`config.mk`:
```
export PLATFORM = sky130hd
export DESIGN_NAME = binary_to_2s
export DESIGN_NICKNAME = d
export VERILOG_FILES = /design/src/rtl/binary_to_2s.sv
export SDC_FILE = /design/constraint.sdc
export NUM_CORES = 1
export LEC_CHECK = 0
export CAP_MARGIN = 25
export CORE_AREA = 10 10 47 49
export CTS_BUF_LIST = sky130_fd_sc_hd__clkbuf_16
export DETAILED_ROUTE_END_ITERATION = 12
export DIE_AREA = 0 0 57 59
export DONT_BUFFER_PORTS = 1
export PLACE_DENSITY = 0.47
export SKIP_CTS_REPAIR_TIMING = 1
export SLEW_MARGIN = 20
export SYNTH_ARGS = -nofsm -noshare
export SYNTH_HDL_FRONTEND = slang
export SYNTH_SLANG_ARGS = --single-unit
```
`constraint.sdc`:
```
create_clock -name clk -period 1.2 [get_ports clk]
set_input_delay 0.12 -clock clk [delete_from_list [all_inputs] [get_ports clk]]
set_output_delay 0.12 -clock clk [all_outputs]
set_load 0.02 [all_outputs]
```
`src/rtl/binary_to_2s.sv`:
```
// Registered two's-complement negator: out = (~data) + 1 one clock after in_valid,
// with registered flags for the zero and most-negative (non-negatable) inputs.
module binary_to_2s #(
  parameter int unsigned WIDTH = 4
) (
  input  logic                    clk,
  input  logic                    rst,
  input  logic                    in_valid,
  input  logic [WIDTH-1:0]        data,
  output logic signed [WIDTH-1:0] out,
  output logic                    out_valid,
  output logic                    zero,
  output logic                    ovf
);

  localparam logic [WIDTH-1:0] MOST_NEG = {1'b1, {(WIDTH-1){1'b0}}};

  logic [WIDTH-1:0] inv;
  logic [WIDTH-1:0] carry;
  logic [WIDTH-1:0] result;
  logic             zero_n;
  logic             ovf_n;

  // Ripple incrementer on the inverted word; carry out of the MSB is dropped.
  always_comb begin
    inv      = ~data;
    carry    = '0;
    carry[0] = 1'b1;
    for (int unsigned i = 1; i < WIDTH; i++) begin
      carry[i] = carry[i-1] & inv[i-1];
    end
    result = inv ^ carry;
    zero_n = (data == '0);
    ovf_n  = (data == MOST_NEG);
  end

  // Output stage: reset wins over in_valid; payload and flags hold when idle.
  always_ff @(posedge clk) begin
    if (rst) begin
      out       <= '0;
      out_valid <= 1'b0;
      zero      <= 1'b0;
      ovf       <= 1'b0;
    end else begin
      out_valid <= in_valid;
      if (in_valid) begin
        out  <= result;
        zero <= zero_n;
        ovf  <= ovf_n;
      end
    end
  end

endmodule

```
==> impl_metrics.py, run 1 <==
metrics = {
    "flow_run": {
        "drv_cap": 0,
    },
    "logic_synthesis": {
        "synthFlopType": "dfxtp_1",
        "yosys.area_share.adder_pct": 8.10,
        "ys_top_cells_by_area": "dfxtp_1, mux2i_1, ha_1",
        "yosys-top-cells-count": "dfxtp_1, inv_1, mux2i_1, nor2_1",
        "yosys.area.top_type": "dfxtp_1",
        "async_flop_share_pct": 0,
        "yosysMostFrequentCell": "dfxtp_1",
        "avgSynthCellArea_um2": 10.7,
        "ys_types": 14,
        "synth_warnings": 0,
        "synth_edf_count": 0,
        "syn-cell-area_um2": 309,
        "synth-seq-area-share_pct": 45.3,
        "synth_mux_area_share_pct": 9.72,
        "synth_seq_cells": 7,
        "synth_compound_area_share_pct": 5.67,
        "synth_top_family_by_area": "simple AND/OR/NAND/NOR gates",
        "synth_simple_gate_area_share_pct": 21.1,
        "synthesis.nets": 38,
        "synth_top_area_share_pct": 45.3,
        "synth-xor-area-share_pct": 2.83,
        "synth_cells": 29,
    },
    "clock_network": {
        "htreeDepth": 1,
        "cts-root-buf": "clkbuf_16",
        "cts_buffer_depth": 2,
        "insertion_delay_ns": 0.23,
        "cts_tree": "yes",
        "clk_pin_slew_worst_paths_ns": 0.04,
        "cts_made_buffers": 3,
        "cts.sinks": 7,
    },
    "global_routing": {
        "grt_overflow": 0,
        "grt_usage_pct": 4.79,
        "grt_pass1_wl_um": 1110,
        "grt_max_degree": 10,
        "grt_pass1_vias": 250,
        "antenna_found_initial": 0,
    },
    "power": {
        "vdd_ir_drop_max_mv": 1.22,
        "p_sw_uw": 165,
        "total_leakage_power_uw": 0.000192,
        "power.share.clock_pct": 64.2,
        "sw_frac_of_total_pct": 18.9,
        "power_frac_seq_pct": 30.5,
        "total_power_uw": 871,
        "powerDensity_nw_per_um2": 2100,
        "power.internal_uw": 706,
        "pwr-share-comb_pct": 5.3,
    },
    "placed_design": {
        "place.gp.congestion": 0.643,
        "io_buffers": 0,
        "dpl.hpwl_um": 539,
        "dpl_worst_slack_ns": 0.246,
    },
    "setup_path": {
        "worstSetupPathType": "input port to register",
        "start_kind": "input port",
        "cp-end-kind": "register",
        "critPathArrivalTime_ns": 1.05,
        "required_ns": 1.32,
        "path_max_fanout": 6,
    },
    "floorplanning": {
        "die_width_um": 57,
        "num_rows": 14,
        "die-area_um2": 3360,
        "die_h_um": 59,
        "pin_count": 14,
        "initial_utilization_pct": 22.1,
        "coreArea_um2": 1400,
    },
    "cells_and_area": {
        "synthToLayoutAreaGrowth_pct": 34.0,
        "antenna_cells": 0,
        "utilization_pct": 29.6,
        "layout-drive-gt1-share_pct": 14.7,
        "final_nets": 44,
    },
    "sta": {
        "timing.final.ws_setup_ns": 0.269,
        "relSlewSlack_pct": 81.5,
        "fmax_mhz": 1070,
        "slew_violations": 0,
        "holdWs_ns": 0.0377,
        "tns_ns": 0,
        "period_needed_ns": 0.931,
        "rsz0062_at_grt": "false",
        "skew_ns": 0,
        "finalCritPeriodShare_pct": 77.6,
        "finalHoldViolCount": 0,
        "finalSetupViolCount": 0,
        "tightest_slew_ns": 0.276,
    },
    "detailed_routing": {
        "routed_wl_um": 694,
        "dr.first_iter.drc_count": 2,
        "ant_nets": 0,
        "vias_per_cell": 4.38,
        "vias": 219,
        "wire_per_inst_um": 13.9,
        "route.detailed.drc": 0,
        "drt-pass1-iter-count": 3,
    },
    "status": {
        "outcome": "complete, no violations",
    },
    "hold_path": {
        "hold_class": "input port to register",
    },
}
worst max-delay path, cell delays in order:
cell and delay [ns]:
dlygate4sd3_1 0.69, nor2b_4 0.06, a21o_1 0.18
cell type report:
class	instances	area (µm²)
clock buffer	3	75.1
clock inverter	1	3.75
fill	157	987
inverter	3	11.3
multi-input combinational	18	146
sequential	7	140
tap	16	20.0
timing repair buffer	2	17.5
path summary, 6_finish.rpt:
| path | start | end | slack (ns) | depth (start not counted) |
|---|---|---|---|---|
| hold reg to reg | ovf$_SDFFE_PP0P_ | ovf$_SDFFE_PP0P_ | 0.58 | 2 |
| setup / recovery | rst | out[3]$_SDFFE_PP0P_ | 0.27 | 3 |
| setup reg to reg | zero$_SDFFE_PP0P_ | zero$_SDFFE_PP0P_ | 0.45 | 2 |
| hold / removal | in_valid | out_valid$_SDFF_PP0_ | 0.04 | 1 |
layout by cell type, fill, tap and decap left out:
cell / Yosys / routed
nand2b_1: 2 / 2
nand4bb_1: 1 / 1
dfxtp_1: 7 / 7
dlygate4sd3_1: 0 / 1
mux2i_1: 3 / 3
nor3b_1: 1 / 1
buf_4: 0 / 1
inv_1: 3 / 4
ha_1: 2 / 2
nor2_1: 3 / 3
clkbuf_16: 0 / 3
nor2b_4: 1 / 1
a21o_1: 1 / 1
xnor2_1: 1 / 1
nand4b_1: 1 / 1
a21oi_1: 2 / 2
sequential cells by signal, indices dropped and copies added (netlist names):
signal / cells
out_valid: 1
ovf: 1
zero: 1
out: 4
stage by stage:
step	instance area, µm²	instances
5_1_grt	414	50
4_1_cts	404	49
2_1_floorplan	309	29
3_3_place_gp	325	45
6_report	414	50
3_5_place_dp	325	45
power groups by stage:
stage	registers [µW]	logic [µW]	clock network [µW]
final	266	45.8	559
after global routing	268	51.2	603
after CTS	267	41.0	573
after detailed placement	270	40.7	0
after global placement	270	39.2	0
after floorplan	270	36.6	0
layer usage:
layer	global-route usage (%)	share of wire, %	up-vias
met1	3.55	33	96
li1	-	-	106
met4	4.03	2.4	0
met2	5.58	37	15
met5	0	0	-
met3	7.08	27	2
kinds of logic (layout without fill, tap and decap cells):
kind of cell,Yosys count,count (layout)
flops,7,7
simple gates,9,9
compound gates,3,3
mux,3,3
buf+inv,4,9
fa+ha+maj,2,2
xor+xnor,1,1
(Power assumes the default switching activity.)
==> inputs of run 2 (changes only) <==
--- a/config.mk
+++ b/config.mk
@@ -11,7 +11,7 @@
 export DETAILED_ROUTE_END_ITERATION = 12
 export DIE_AREA = 0 0 57 59
 export DONT_BUFFER_PORTS = 1
-export PLACE_DENSITY = 0.47
+export PLACE_DENSITY = 0.48
 export SKIP_CTS_REPAIR_TIMING = 1
 export SLEW_MARGIN = 20
 export SYNTH_ARGS = -nofsm -noshare
==> constraint.sdc (replaced) <==
create_clock -name clk -period 0.8 [get_ports clk]
set_input_delay 0.08 -clock clk [delete_from_list [all_inputs] [get_ports clk]]
set_output_delay 0.08 -clock clk [all_outputs]
set_load 0.02 [all_outputs]
==> impl_metrics.py, run 2 (synthesized netlist as in run 1, its figures left out) <==
metrics = {
    "placed_design": {
        "post_dp_cell_area_um2": 385,
        "dp_cells": 51,
        "place.gp.congestion": 0.640,
        "io_buffers": 0,
        "dpl.hpwl_um": 553,
    },
    "detailed_routing": {
        "wire_per_inst_um": 12.4,
        "dr.first_iter.drc_count": 1,
        "ant_nets": 0,
        "drt-pass1-iter-count": 2,
        "vias": 246,
        "routed_wl_um": 707,
        "vias_per_cell": 4.32,
        "route.detailed.drc": 0,
    },
    "setup_path": {
        "cp-startpoint": "zero$_SDFFE_PP0P_",
        "critical-path-max-stage-delay_ns": 0.34,
        "worstSetupPathType": "register to output pin",
        "critical_path.top_delay_family": "flip-flops",
        "cp-end-kind": "output pin",
        "path_cells": "buf_6",
        "start_kind": "register",
        "reg2reg_from": "out[3]$_SDFFE_PP0P_",
        "path_buf_inv": 1,
        "path_max_fanout": 2,
        "critPathArrivalTime_ns": 0.70,
        "required_ns": 0.72,
        "rrSetupSlack_ns": 0.13,
        "cp_slowest_cell": "dfxtp_1",
    },
    "cells_and_area": {
        "final_cells": 57,
        "final_common_cell": "dfxtp_1",
        "layout-drive-gt1-share_pct": 36.6,
        "regMostFlops": "out",
        "largest_reg_flops": 4,
        "final_nets": 51,
        "synthToLayoutAreaGrowth_pct": 61.1,
        "final_area_um2": 498,
        "final_cell_mix": "dfxtp_1, inv_1, buf_4",
        "antenna_cells": 0,
    },
    "flow_run": {
        "drv_cap": 0,
    },
    "sta": {
        "finalSetupViolCount": 0,
        "period_needed_ns": 0.781,
        "slew_violations": 0,
        "rsz0062_at_grt": "false",
        "finalHoldViolCount": 0,
        "skew_ns": 0,
        "fmax_mhz": 1280,
        "relSlewSlack_pct": 85.9,
        "finalCritPeriodShare_pct": 97.6,
        "tightest_slew_ns": 0.212,
    },
    "clock_network": {
        "htreeDepth": 1,
        "cts.sinks": 7,
        "cts-root-buf": "clkbuf_16",
        "cts_made_buffers": 3,
        "cts_tree": "yes",
        "insertion_delay_ns": 0.23,
        "cts_buffer_depth": 2,
        "clk_pin_slew_worst_paths_ns": 0.04,
    },
    "floorplanning": {
        "coreArea_um2": 1400,
        "die-area_um2": 3360,
        "initial_utilization_pct": 22.1,
        "die_width_um": 57,
        "die_h_um": 59,
        "num_rows": 14,
        "pin_count": 14,
    },
    "global_routing": {
        "grt_usage_pct": 4.62,
        "grt_pass1_wl_um": 1040,
        "grt_pass1_vias": 233,
        "antenna_found_initial": 0,
        "grt_overflow": 0,
        "grt_max_degree": 10,
    },
    "power": {
        "powerDensity_nw_per_um2": 2670,
        "total_leakage_power_uw": 0.000230,
        "vdd_ir_drop_max_mv": 1.35,
        "total_power_uw": 1330,
    },
    "hold_path": {
        "min_from": "data[0]",
        "hold_class": "input port to register",
    },
    "status": {
        "outcome": "complete, no violations",
    },
}
## run 2: cell count changes in the layout (fill, tap and decap cells not counted)
cell,before,now
ha_1,2,0
dlygate4sd3_1,1,2
dfxtp_1,7,5
dfxtp_2,0,2
ha_2,0,1
ha_4,0,1
buf_6,0,3
buf_4,1,4
## run 2: power breakdown
| group | switching (µW) | internal, µW | leakage (µW) |
|---|---|---|---|
| clock | 180 | 649 | 0.0000423 |
| combinational | 50.0 | 67.8 | 0.000129 |
| sequential | 13.3 | 371 | 0.0000582 |
## run 2: final timing paths
kind                    endpoint  cells after the start
min reg2reg     ovf$_SDFFE_PP0P_                      2
max reg2reg  out[3]$_SDFFE_PP0P_                      2
min          out[0]$_SDFFE_PP0P_                      2
max                         zero                      1
## run 2: through the flow
step | hold WS [ns] | setup TNS, ns | utilization, % | worst slack [ns]
after floorplan | 0.147 | -0.0111 | - | -0.0111
after global placement | 0.149 | -0.0321 | 27.5 | -0.0230
after detailed placement | 0.151 | -0.0401 | 27.5 | -0.0311
after CTS | -0.0893 | 0 | 33.1 | 0.0116
after global routing | 0.0130 | 0 | 35.5 | 0.000700
final | 0.00935 | 0 | 35.5 | 0.0190
## run 2: worst register-to-register path, stage by stage (launching register included)
cell and delay [ns]:
dfxtp_1 0.29, nor3b_1 0.13, a21o_1 0.14
## run 2: layer usage
layer	vias up	track usage, %	wire length, µm
li1	120	-	-
met1	110	4.04	301
met2	12	5.27	267
met3	4	4.51	108
met4	0	6.04	30
met5	-	0	0
## run 2: area by class of cell
cell class / count / area (µm²)
sequential: 7 / 143
clock buffer: 3 / 75.1
clock inverter: 1 / 3.75
timing repair buffer: 9 / 83.8
multi-input combinational: 18 / 161
inverter: 3 / 11.3
tap: 16 / 20.0
fill: 149 / 903
